`config.mk`:
```
export PLATFORM = sky130hd
export DESIGN_NAME = exe_muldiv_ctrl
export DESIGN_NICKNAME = d
export VERILOG_FILES = /design/src/rtl/exe_md_pkg.sv /design/src/rtl/md_step.sv /design/src/rtl/exe_muldiv_ctrl.sv
export SDC_FILE = /design/constraint.sdc
export NUM_CORES = 2
export LEC_CHECK = 0
export CELL_PAD_IN_SITES_DETAIL_PLACEMENT = 1
export CELL_PAD_IN_SITES_GLOBAL_PLACEMENT = 1
export CORE_MARGIN = 2
export CORE_UTILIZATION = 48
export DETAILED_ROUTE_END_ITERATION = 16
export DONT_BUFFER_PORTS = 1
export HOLD_SLACK_MARGIN = 0.12
export PLACE_DENSITY = 0.8
export SLEW_MARGIN = 10
export SYNTH_ARGS = -nofsm -noshare
export SYNTH_HDL_FRONTEND = slang
export SYNTH_SLANG_ARGS = --single-unit
```
`constraint.sdc`:
```
create_clock -name clk -period 7.3 [get_ports clk]
set_clock_uncertainty 0.05 [all_clocks]
set_input_delay 0.73 -clock clk [delete_from_list [all_inputs] [get_ports clk]]
set_output_delay 0.73 -clock clk [all_outputs]
set_load 0.02 [all_outputs]
```
`src/rtl/exe_md_pkg.sv`:
```
// Shared constants and types for the RV64M multiply/divide sequencer.
// Holds funct3 encodings, major opcodes and the sequencer state enum.
// Optional feature macro used by the sequencer: MULDIV_FAST_MUL_EN.
package exe_md_pkg;

  localparam int MD_XLEN  = 64;
  localparam int MD_CNT_W = 7;
  localparam int MD_WLEN  = 32;

  localparam logic [2:0] F3_MUL    = 3'b000;
  localparam logic [2:0] F3_MULH   = 3'b001;
  localparam logic [2:0] F3_MULHSU = 3'b010;
  localparam logic [2:0] F3_MULHU  = 3'b011;
  localparam logic [2:0] F3_DIV    = 3'b100;
  localparam logic [2:0] F3_DIVU   = 3'b101;
  localparam logic [2:0] F3_REM    = 3'b110;
  localparam logic [2:0] F3_REMU   = 3'b111;

  localparam logic [6:0] OP       = 7'b0110011;
  localparam logic [6:0] OP32     = 7'b0111011;
  localparam logic [6:0] FUNCT7_M = 7'b0000001;

  typedef enum logic [1:0] {IDLE, RUN, FIX, DONE} md_state_e;

endpackage

```
`src/rtl/md_step.sv`:
```
// One radix-2 iteration: shift-add multiply or restoring-divide step on {acc, q}.
// Latency: purely combinational, zero cycles.
// Backpressure: none; the caller decides when to register the result.
module md_step
  import exe_md_pkg::*;
#(
  parameter int XLEN = MD_XLEN
) (
  input  logic            i_div,
  input  logic [XLEN:0]   i_acc,
  input  logic [XLEN-1:0] i_q,
  input  logic [XLEN-1:0] i_op,
  output logic [XLEN:0]   o_acc,
  output logic [XLEN-1:0] o_q
);

  logic [XLEN:0] w_sum;
  logic [XLEN:0] w_sh;
  logic          w_ge;

  // Multiply: add multiplicand on q[0], then shift {acc,q} right.
  // Divide: shift {acc,q} left, subtract divisor if it fits, set quotient bit.
  always_comb begin
    w_sum = i_acc + (i_q[0] ? {1'b0, i_op} : '0);
    w_sh  = {i_acc[XLEN-1:0], i_q[XLEN-1]};
    w_ge  = (w_sh >= {1'b0, i_op});
    if (i_div) begin
      o_acc = w_ge ? (w_sh - {1'b0, i_op}) : w_sh;
      o_q   = {i_q[XLEN-2:0], w_ge};
    end else begin
      o_acc = {1'b0, w_sum[XLEN:1]};
      o_q   = {w_sum[0], i_q[XLEN-1:1]};
    end
  end

endmodule

```
`src/rtl/exe_muldiv_ctrl.sv`:
```
// Multi-cycle RV64M sequencer beside the EXE ALU; owns the iterative mul/div datapath.
// Latency: ITER+2 cycles (66 / 34 for W), 2 for divide special cases and fast MUL*.
// Backpressure: MD_BUSY stalls EXE; MD_RESULT held in DONE while MEM_STALL. Macro: MULDIV_FAST_MUL_EN.
module exe_muldiv_ctrl
  import exe_md_pkg::*;
#(
  parameter int XLEN  = MD_XLEN,
  parameter int CNT_W = MD_CNT_W
) (
  input  logic            clk,
  input  logic            RESET_N,
  input  logic            MD_REQ,
  input  logic [2:0]      MD_FUNC3,
  input  logic            MD_WORD,
  input  logic [XLEN-1:0] MD_A,
  input  logic [XLEN-1:0] MD_B,
  input  logic            MD_FLUSH,
  input  logic            MEM_STALL,
  output logic            MD_BUSY,
  output logic            MD_DONE,
  output logic [XLEN-1:0] MD_RESULT
);

  md_state_e       r_state, w_next;
  logic [XLEN:0]   r_acc;
  logic [XLEN-1:0] r_q, r_op, r_result;
  logic [CNT_W-1:0] r_cnt, r_iter;
  logic [2:0]      r_func;
  logic            r_word, r_neg, r_spec;

  logic            w_accept, w_is_mul, w_a_sgn, w_b_sgn, w_a_neg, w_b_neg, w_neg;
  logic            w_div0, w_ovf, w_spec, w_fast, w_last;
  logic [XLEN-1:0] w_a_ext, w_b_ext, w_a_abs, w_b_abs, w_min, w_spec_val, w_a_sx32;
  logic [XLEN:0]   w_step_acc;
  logic [XLEN-1:0] w_step_q;
  logic [2*XLEN-1:0] w_prod_raw, w_prod;
  logic [XLEN-1:0] w_mul_val, w_div_raw, w_div_val, w_val, w_fix_val;

`ifdef MULDIV_FAST_MUL_EN
  logic [2*XLEN-1:0] w_fast_prod;
  assign w_fast_prod = (2*XLEN)'(w_a_abs) * (2*XLEN)'(w_b_abs);
  assign w_fast      = w_is_mul;
`else
  assign w_fast      = 1'b0;
`endif

  // Request decode: operand extension, magnitudes, result sign and special divides.
  always_comb begin
    w_accept = (r_state == IDLE) && MD_REQ && !MD_FLUSH;
    w_is_mul = ~MD_FUNC3[2];
    w_a_sgn  = (MD_FUNC3 == F3_MULH) || (MD_FUNC3 == F3_MULHSU) ||
               (MD_FUNC3 == F3_DIV)  || (MD_FUNC3 == F3_REM);
    w_b_sgn  = (MD_FUNC3 == F3_MULH) || (MD_FUNC3 == F3_DIV) || (MD_FUNC3 == F3_REM);
    w_a_sx32 = {{(XLEN-MD_WLEN){MD_A[MD_WLEN-1]}}, MD_A[MD_WLEN-1:0]};
    w_a_ext  = MD_A;
    w_b_ext  = MD_B;
    if (MD_WORD) begin
      w_a_ext = w_a_sgn ? w_a_sx32 : {{(XLEN-MD_WLEN){1'b0}}, MD_A[MD_WLEN-1:0]};
      w_b_ext = w_b_sgn ? {{(XLEN-MD_WLEN){MD_B[MD_WLEN-1]}}, MD_B[MD_WLEN-1:0]}
                        : {{(XLEN-MD_WLEN){1'b0}}, MD_B[MD_WLEN-1:0]};
    end
    w_a_neg  = w_a_sgn & w_a_ext[XLEN-1];
    w_b_neg  = w_b_sgn & w_b_ext[XLEN-1];
    w_a_abs  = w_a_neg ? -w_a_ext : w_a_ext;
    w_b_abs  = w_b_neg ? -w_b_ext : w_b_ext;
    // Remainder takes the dividend's sign; products and quotients take the XOR.
    w_neg    = (!w_is_mul && MD_FUNC3[1]) ? w_a_neg : (w_a_neg ^ w_b_neg);
    w_min    = MD_WORD ? {{(XLEN-MD_WLEN+1){1'b1}}, {(MD_WLEN-1){1'b0}}}
                       : {1'b1, {(XLEN-1){1'b0}}};
    w_div0   = !w_is_mul && (w_b_ext == '0);
    w_ovf    = !w_is_mul && !MD_FUNC3[0] && (w_a_ext == w_min) && (w_b_ext == '1);
    w_spec   = w_div0 || w_ovf;
    // Special results are formed now and parked in acc so FIX just forwards them.
    if (w_div0)
      w_spec_val = MD_FUNC3[1] ? (MD_WORD ? w_a_sx32 : MD_A) : '1;
    else
      w_spec_val = MD_FUNC3[1] ? '0 : w_a_ext;
  end

  md_step #(.XLEN(XLEN)) u_step (
    .i_div (r_func[2]),
    .i_acc (r_acc),
    .i_q   (r_q),
    .i_op  (r_op),
    .o_acc (w_step_acc),
    .o_q   (w_step_q)
  );

  assign w_last = (r_cnt == (r_iter - CNT_W'(1)));

  // Final result: sign fix, hi/lo or quotient/remainder select, W sign-extension.
  always_comb begin
    w_prod_raw = r_word ? (2*XLEN)'({r_acc[MD_WLEN-1:0], r_q[XLEN-1:XLEN-MD_WLEN]})
                        : {r_acc[XLEN-1:0], r_q};
    w_prod     = r_neg ? -w_prod_raw : w_prod_raw;
    w_mul_val  = (r_func == F3_MUL) ? w_prod[XLEN-1:0] : w_prod[2*XLEN-1:XLEN];
    w_div_raw  = r_func[1] ? r_acc[XLEN-1:0] : r_q;
    w_div_val  = r_neg ? -w_div_raw : w_div_raw;
    w_val      = r_spec ? r_acc[XLEN-1:0] : (r_func[2] ? w_div_val : w_mul_val);
    w_fix_val  = r_word ? {{(XLEN-MD_WLEN){w_val[MD_WLEN-1]}}, w_val[MD_WLEN-1:0]} : w_val;
  end

  // State register.
  always_ff @(posedge clk) begin
    if (!RESET_N) r_state <= IDLE;
    else          r_state <= w_next;
  end

  // Next state; flush wins over everything, including a new request.
  always_comb begin
    w_next = r_state;
    if (MD_FLUSH) begin
      w_next = IDLE;
    end else begin
      case (r_state)
        IDLE: if (MD_REQ) w_next = (w_spec || w_fast) ? FIX : RUN;
        RUN:  if (w_last) w_next = FIX;
        FIX:  w_next = DONE;
        DONE: if (!MEM_STALL) w_next = IDLE;
        default: w_next = IDLE;
      endcase
    end
  end

  // Outputs: busy until DONE can drain, done while holding the result.
  always_comb begin
    MD_DONE = (r_state == DONE);
    if (r_state == IDLE) MD_BUSY = MD_REQ;
    else                 MD_BUSY = !((r_state == DONE) && !MEM_STALL);
  end

  assign MD_RESULT = r_result;

  // Datapath: latch operands on accept, iterate in RUN, capture result in FIX.
  always_ff @(posedge clk) begin
    if (!RESET_N) begin
      r_acc    <= '0;
      r_q      <= '0;
      r_op     <= '0;
      r_cnt    <= '0;
      r_iter   <= '0;
      r_func   <= '0;
      r_word   <= 1'b0;
      r_neg    <= 1'b0;
      r_spec   <= 1'b0;
      r_result <= '0;
    end else begin
      if (w_accept) begin
        r_func <= MD_FUNC3;
        r_word <= MD_WORD;
        r_neg  <= w_neg;
        r_spec <= w_spec;
        r_cnt  <= '0;
        r_iter <= MD_WORD ? CNT_W'(MD_WLEN) : CNT_W'(XLEN);
        if (w_spec) begin
          r_acc <= {1'b0, w_spec_val};
          r_q   <= '0;
          r_op  <= '0;
        end else if (w_is_mul) begin
          r_op <= w_a_abs;
`ifdef MULDIV_FAST_MUL_EN
          if (MD_WORD) begin
            r_acc <= (XLEN+1)'(w_fast_prod[2*MD_WLEN-1:MD_WLEN]);
            r_q   <= {w_fast_prod[MD_WLEN-1:0], {(XLEN-MD_WLEN){1'b0}}};
          end else begin
            r_acc <= {1'b0, w_fast_prod[2*XLEN-1:XLEN]};
            r_q   <= w_fast_prod[XLEN-1:0];
          end
`else
          r_acc <= '0;
          r_q   <= w_b_abs;
`endif
        end else begin
          // W divides pre-shift the dividend so 32 steps leave the quotient in q[31:0].
          r_acc <= '0;
          r_q   <= MD_WORD ? (w_a_abs << MD_WLEN) : w_a_abs;
          r_op  <= w_b_abs;
        end
      end else if (r_state == RUN) begin
        r_acc <= w_step_acc;
        r_q   <= w_step_q;
        r_cnt <= r_cnt + CNT_W'(1);
      end
      if ((r_state == FIX) && !MD_FLUSH) r_result <= w_fix_val;
    end
  end

endmodule

```
* After elaboration in Yosys (flattened, before gate mapping) *
Index checks and enable logic that the tools add are counted.

word-level totals
  bits in registers = 279
  output and inout bits = 66
  bits of input ports = 137
  word-level logic and storage cells = 104

cells by class
  add/subtract/negate cells = 8
  mux-type cells = 41
  equal/unequal tests = 13
  bitwise operators = 4
  reductions and logical operators = 26
  $lt $le $gt $ge = 1

operator list
  cell                    count
  $mux W64                26
  $mux W65                4
  $mux W128               2
  $neg A64 Y64            3
  $neg A128 Y128          1
  $add A65 B65 Y65        1
  $ge A65 B64 Y1          1
  $sub A65 B64 Y65        1
  $eq A64 B64 Y1          1
  $eq A64 B64 Y1 const B  1
  $logic_not A64 Y1       1
  $mux W63                1
  $logic_and A1 B1 Y1     9
  $mux W2                 4
  $pmux W2 S4             1
  $add A7 B1 Y7 const B   1
  $eq A7 B7 Y1            1
  $mux W7                 1
  $sub A7 B1 Y7 const B   1
  $eq A3 B3 Y1 const B    2
  $logic_or A1 B1 Y1      6
  $ne A2 B2 Y1 const B    3
  $eq A2 B2 Y1 const B    2
  $logic_not A1 Y1        4
  12 further kinds        15

* Logic depth before layout (Yosys ltp) *
  depth after elaboration = 13
  depth in mapped cells = 28
  gate-level depth less buffers = 14

* Hierarchy *
From an unflattened synthesis, not the netlist that was laid out.

second synthesis, totals
  cells, all modules = 5567
  area, all modules = 38034.0 µm²

modules (own cells, without submodules)
  module           area an instance (µm²)  cells each  times used
  exe_muldiv_ctrl  27375.0                 3971        1
  md_step          10659.0                 1596        1

* Least setup slack after synthesis *
No wires, ideal clock.

  kind = reg2reg
  from = reg, netlist name r_iter[5]
  to = reg r_result[52] (netlist: MD_RESULT[52])
  path slack = 841 ps
  arrival = 6288 ps
  path buffers = 16
  period minus slack after synthesis = 6459 ps
  cell stages (with the launch flop) = 29
  cells stage by stage = dfxtp_1 -> buf_6 -> buf_6 -> buf_6 -> buf_8 -> buf_4 -> buf_2 -> buf_2 -> buf_2 -> buf_2 -> buf_1 -> buf_2 -> buf_2 -> clkbuf_1 -> mux2i_1 -> ha_1 -> o21ai_1 -> or4_1 -> clkbuf_1 -> or4_4 -> buf_6 -> or4_1 -> buf_2 -> o31ai_4 -> xnor2_1 -> o22ai_1 -> a211o_1 -> o211ai_2 -> a21oi_2

RTL lines
  element                 RTL line                RTL
  end signal: assignment  exe_muldiv_ctrl.sv:184  if ((r_state == FIX) && !MD_FLUSH) r_result <= w_fix_val;
  end: declaration        exe_muldiv_ctrl.sv:26   logic [XLEN-1:0] r_q, r_op, r_result;

==> results.sh <==
export IMPL_status="finished, violations left"
export IMPL_violations="max-capacitance violations, max-slew violations"
export IMPL_clk_pin_slew_ns=0.06
export IMPL_rsz0062_at_grt="no"
export IMPL_gp_congestion=1.14
export IMPL_p_leak_nw=13.8
export IMPL_yosysSeqAreaShare_pct=15.1
export IMPL_yosys_warnings=0
export IMPL_drt_first_pass_iters=9
export IMPL_r2r_start="r_iter[5]$_SDFFE_PN0P_"
export IMPL_grt_pass1_wl_microns=302000
export IMPL_finalSetupViolations=0
export IMPL_drc=0
export IMPL_syn_area_per_cell_sq_um=6.72
export IMPL_synth_seq_cells=273
export IMPL_reg2reg_depth=13
export IMPL_die_area_sq_mm=0.0775
export IMPL_p_per_area_mw_per_mm2=195
export IMPL_synth_edf_count=0
export IMPL_max_vdd_ir_drop_mv=0.158
export IMPL_routed_wl_microns=210000
export IMPL_hp_start="MD_WORD"
export IMPL_slew_viol_final=2
export IMPL_synth_nets=5661
export IMPL_final_area_sq_mm=0.0378
export IMPL_final_antenna_net_count=0
export IMPL_die_w_microns=278
export IMPL_cp_required_ns=7.75
export IMPL_syn2layout_area_growth_pct=4.54
export IMPL_async_flop_share_pct=0
export IMPL_via_count=46000
export IMPL_fin_crit_sh_pct=79.1
export IMPL_start_util_pct=48.5
export IMPL_path_max_fanout=68
export IMPL_cts_root_buf="clkbuf_16"
export IMPL_max_slew_margin_pct=-3.38
export IMPL_placed_area_sq_mm=0.0366
export IMPL_grt_pass1_vias=44200
export IMPL_grt_max_degree=169
export IMPL_antenna_found_initial=21
export IMPL_cap_violations=1
export IMPL_holdBufCountCts=0
export IMPL_synthCells=5384
export IMPL_fp_dieH_microns=278
export IMPL_setup_tns_ns=0
export IMPL_end_kind="flop"
export IMPL_portBuffers=0
export IMPL_path_class="reg -> reg"
export IMPL_grtUsageTotal_pct=51.9
export IMPL_clkLatencyLatePin_ns=0.62
export IMPL_syn_cell_area_sq_mm=0.0362
export IMPL_avgRoutedWirePerCell_microns=34.5
export IMPL_place_hpwl_microns=157000
export IMPL_rrSetupSlack_ns=1.52
export IMPL_fin_util_pct=50.7
export IMPL_holdPathStages=1
export IMPL_h_tree_depth=2
export IMPL_clkSinkCount=273
export IMPL_worst_pin_slew_ns=1.53
export IMPL_viasPerCell=7.58
export IMPL_fin_crit_ns=5.78
export IMPL_cts_tree="built"
export IMPL_final_hold_viol_count=0
export IMPL_hold_end="r_iter[6]$_SDFFE_PN0P_"
export IMPL_crit_path_start_kind="flop"
export IMPL_ys_flop_type="dfxtp_1"
export IMPL_cts_setup_buffers=0
export IMPL_clock_path_buffers=3
export IMPL_rows=100
export IMPL_coreArea_sq_mm=0.0746
export IMPL_synth_distinct_cells=102
export IMPL_fin_ws_ns=1.52
export IMPL_worst_ep_arrival_time_ns=6.23
export IMPL_overflow=0
export IMPL_fmax_mhz=173
export IMPL_drive_above_1_share_pct=6.53
export IMPL_hold_path_class="in -> reg"
export IMPL_timing_rr_end="MD_RESULT[58]$_SDFFE_PN0P_"
export IMPL_cts_resized=0
export IMPL_nets=5337
export IMPL_ioPinCount=203
export IMPL_pre_cts_ws_ns=1.78
export IMPL_drt_initial_drc_count=7246
export IMPL_cts_made_buffers=37
power by group:
part / leakage, nW / switching (mW) / total, mW / internal [mW]
clock network: 0.580 / 0.837 / 1.90 / 1.06
registers: 2.23 / 0.289 / 1.87 / 1.58
logic: 11.0 / 2.44 / 3.61 / 1.17
total: 13.8 / 3.57 / 7.38 / 3.81
through the flow:
stage          power, mW  cells  hold WS, ns
6_report            7.38   6071        0.203
5_1_grt             7.53   6060        0.183
4_1_cts             7.09   6056        0.171
3_5_place_dp        5.22   5989        0.447
3_3_place_gp        5.16   5989        0.426
2_1_floorplan       4.04   5384        0.393
metal layers:
| layer | GRT usage, % | wire, microns | share of wire (%) |
|---|---|---|---|
| met5 | 1.38 | 159 | 0.076 |
| met4 | 39.7 | 20500 | 9.8 |
| met3 | 20.4 | 32300 | 15 |
| met2 | 73.7 | 81800 | 39 |
| met1 | 62.5 | 74800 | 36 |
worst max-delay path, cell delays in order, from the launching register on:
cell and delay (ns):
dfxtp_4 0.85, buf_4 0.39, mux2i_1 0.30, ha_1 0.22, o21ai_1 0.17, or4_1 0.77
nor4_2 0.87, nand2_1 0.48, or3_1 0.53, a211o_1 0.30, mux2i_1 0.13, nor3_1 0.27
o211ai_1 0.13, a21oi_1 0.18
registers in the layout, summed over array words and instances, names as in the netlist:
register	count
r_cnt	7
r_spec	1
r_state	2
r_neg	1
r_q	64
r_op	64
r_func	3
MD_RESULT	64
r_acc	65
r_iter	2
cell usage in the layout, fill, tap and decap left out, types with 98 or more instances in the layout:
cell	count
a21oi_1	612
nor2_1	472
nor3_1	171
xor2_1	159
xnor2_1	195
mux2i_1	202
inv_1	129
o21ai_0	530
dfxtp_1	267
ha_1	137
nand2_1	475
buf_4	124
nand3_1	98
cells in the mapped netlist (all sizes together) (67+ instances only):
cell | count | area share [%]
a21o | 97 | 2.0
a21oi | 616 | 8.5
a31oi | 68 | 1.2
and2 | 95 | 1.6
buf | 86 | 1.2
clkbuf | 405 | 4.2
dfxtp | 273 | 15
ha | 138 | 4.8
inv | 132 | 1.4
mux2i | 202 | 5.6
nand2 | 476 | 4.9
nand3 | 98 | 1.4
nand4 | 81 | 1.4
nor2 | 476 | 4.9
nor3 | 175 | 2.5
o211ai | 94 | 2.0
o21ai | 534 | 7.4
o22ai | 91 | 1.6
o31ai | 67 | 1.4
xnor2 | 195 | 4.7
xor2 | 159 | 3.9
cells by family after synthesis:
group | after synthesis | share of synthesized area [%]
AOI/OAI and AO/OA | 1956 | 33.4
buffers and inverters | 626 | 6.78
and+or+nand+nor | 1778 | 24.0
muxes | 238 | 6.71
DFF | 273 | 15.1
xor gates and xnor gates | 354 | 8.57
adders and majority gates | 159 | 5.41
cell type report:
type	instances	area [sq um]
diodes	14	35.0
repair buffers	128	1010
well taps	969	1210
clock buffers	54	1070
inverters	135	507
flip-flops and latches	273	5480
fillers	9818	36800
multi-input cells	4485	28400
clock inverters	13	131
worst max-delay path by stage:
stage / startpoint / end / slack, ns
after CTS: r_iter[5]$_SDFFE_PN0P_ / MD_RESULT[58]$_SDFFE_PN0P_ / 1.76
final: r_iter[5]$_SDFFE_PN0P_ / MD_RESULT[58]$_SDFFE_PN0P_ / 1.52
after floorplan: r_iter[5]$_SDFFE_PN0P_ / MD_RESULT[52]$_SDFFE_PN0P_ / 0.84
after global placement: r_acc[20]$_SDFFE_PN0P_ / r_acc[60]$_SDFFE_PN0P_ / 1.92
after global routing: r_iter[5]$_SDFFE_PN0P_ / MD_RESULT[58]$_SDFFE_PN0P_ / 1.35
after detailed placement: r_iter[5]$_SDFFE_PN0P_ / MD_RESULT[58]$_SDFFE_PN0P_ / 1.78
Power figures use the tool's default switching activity.
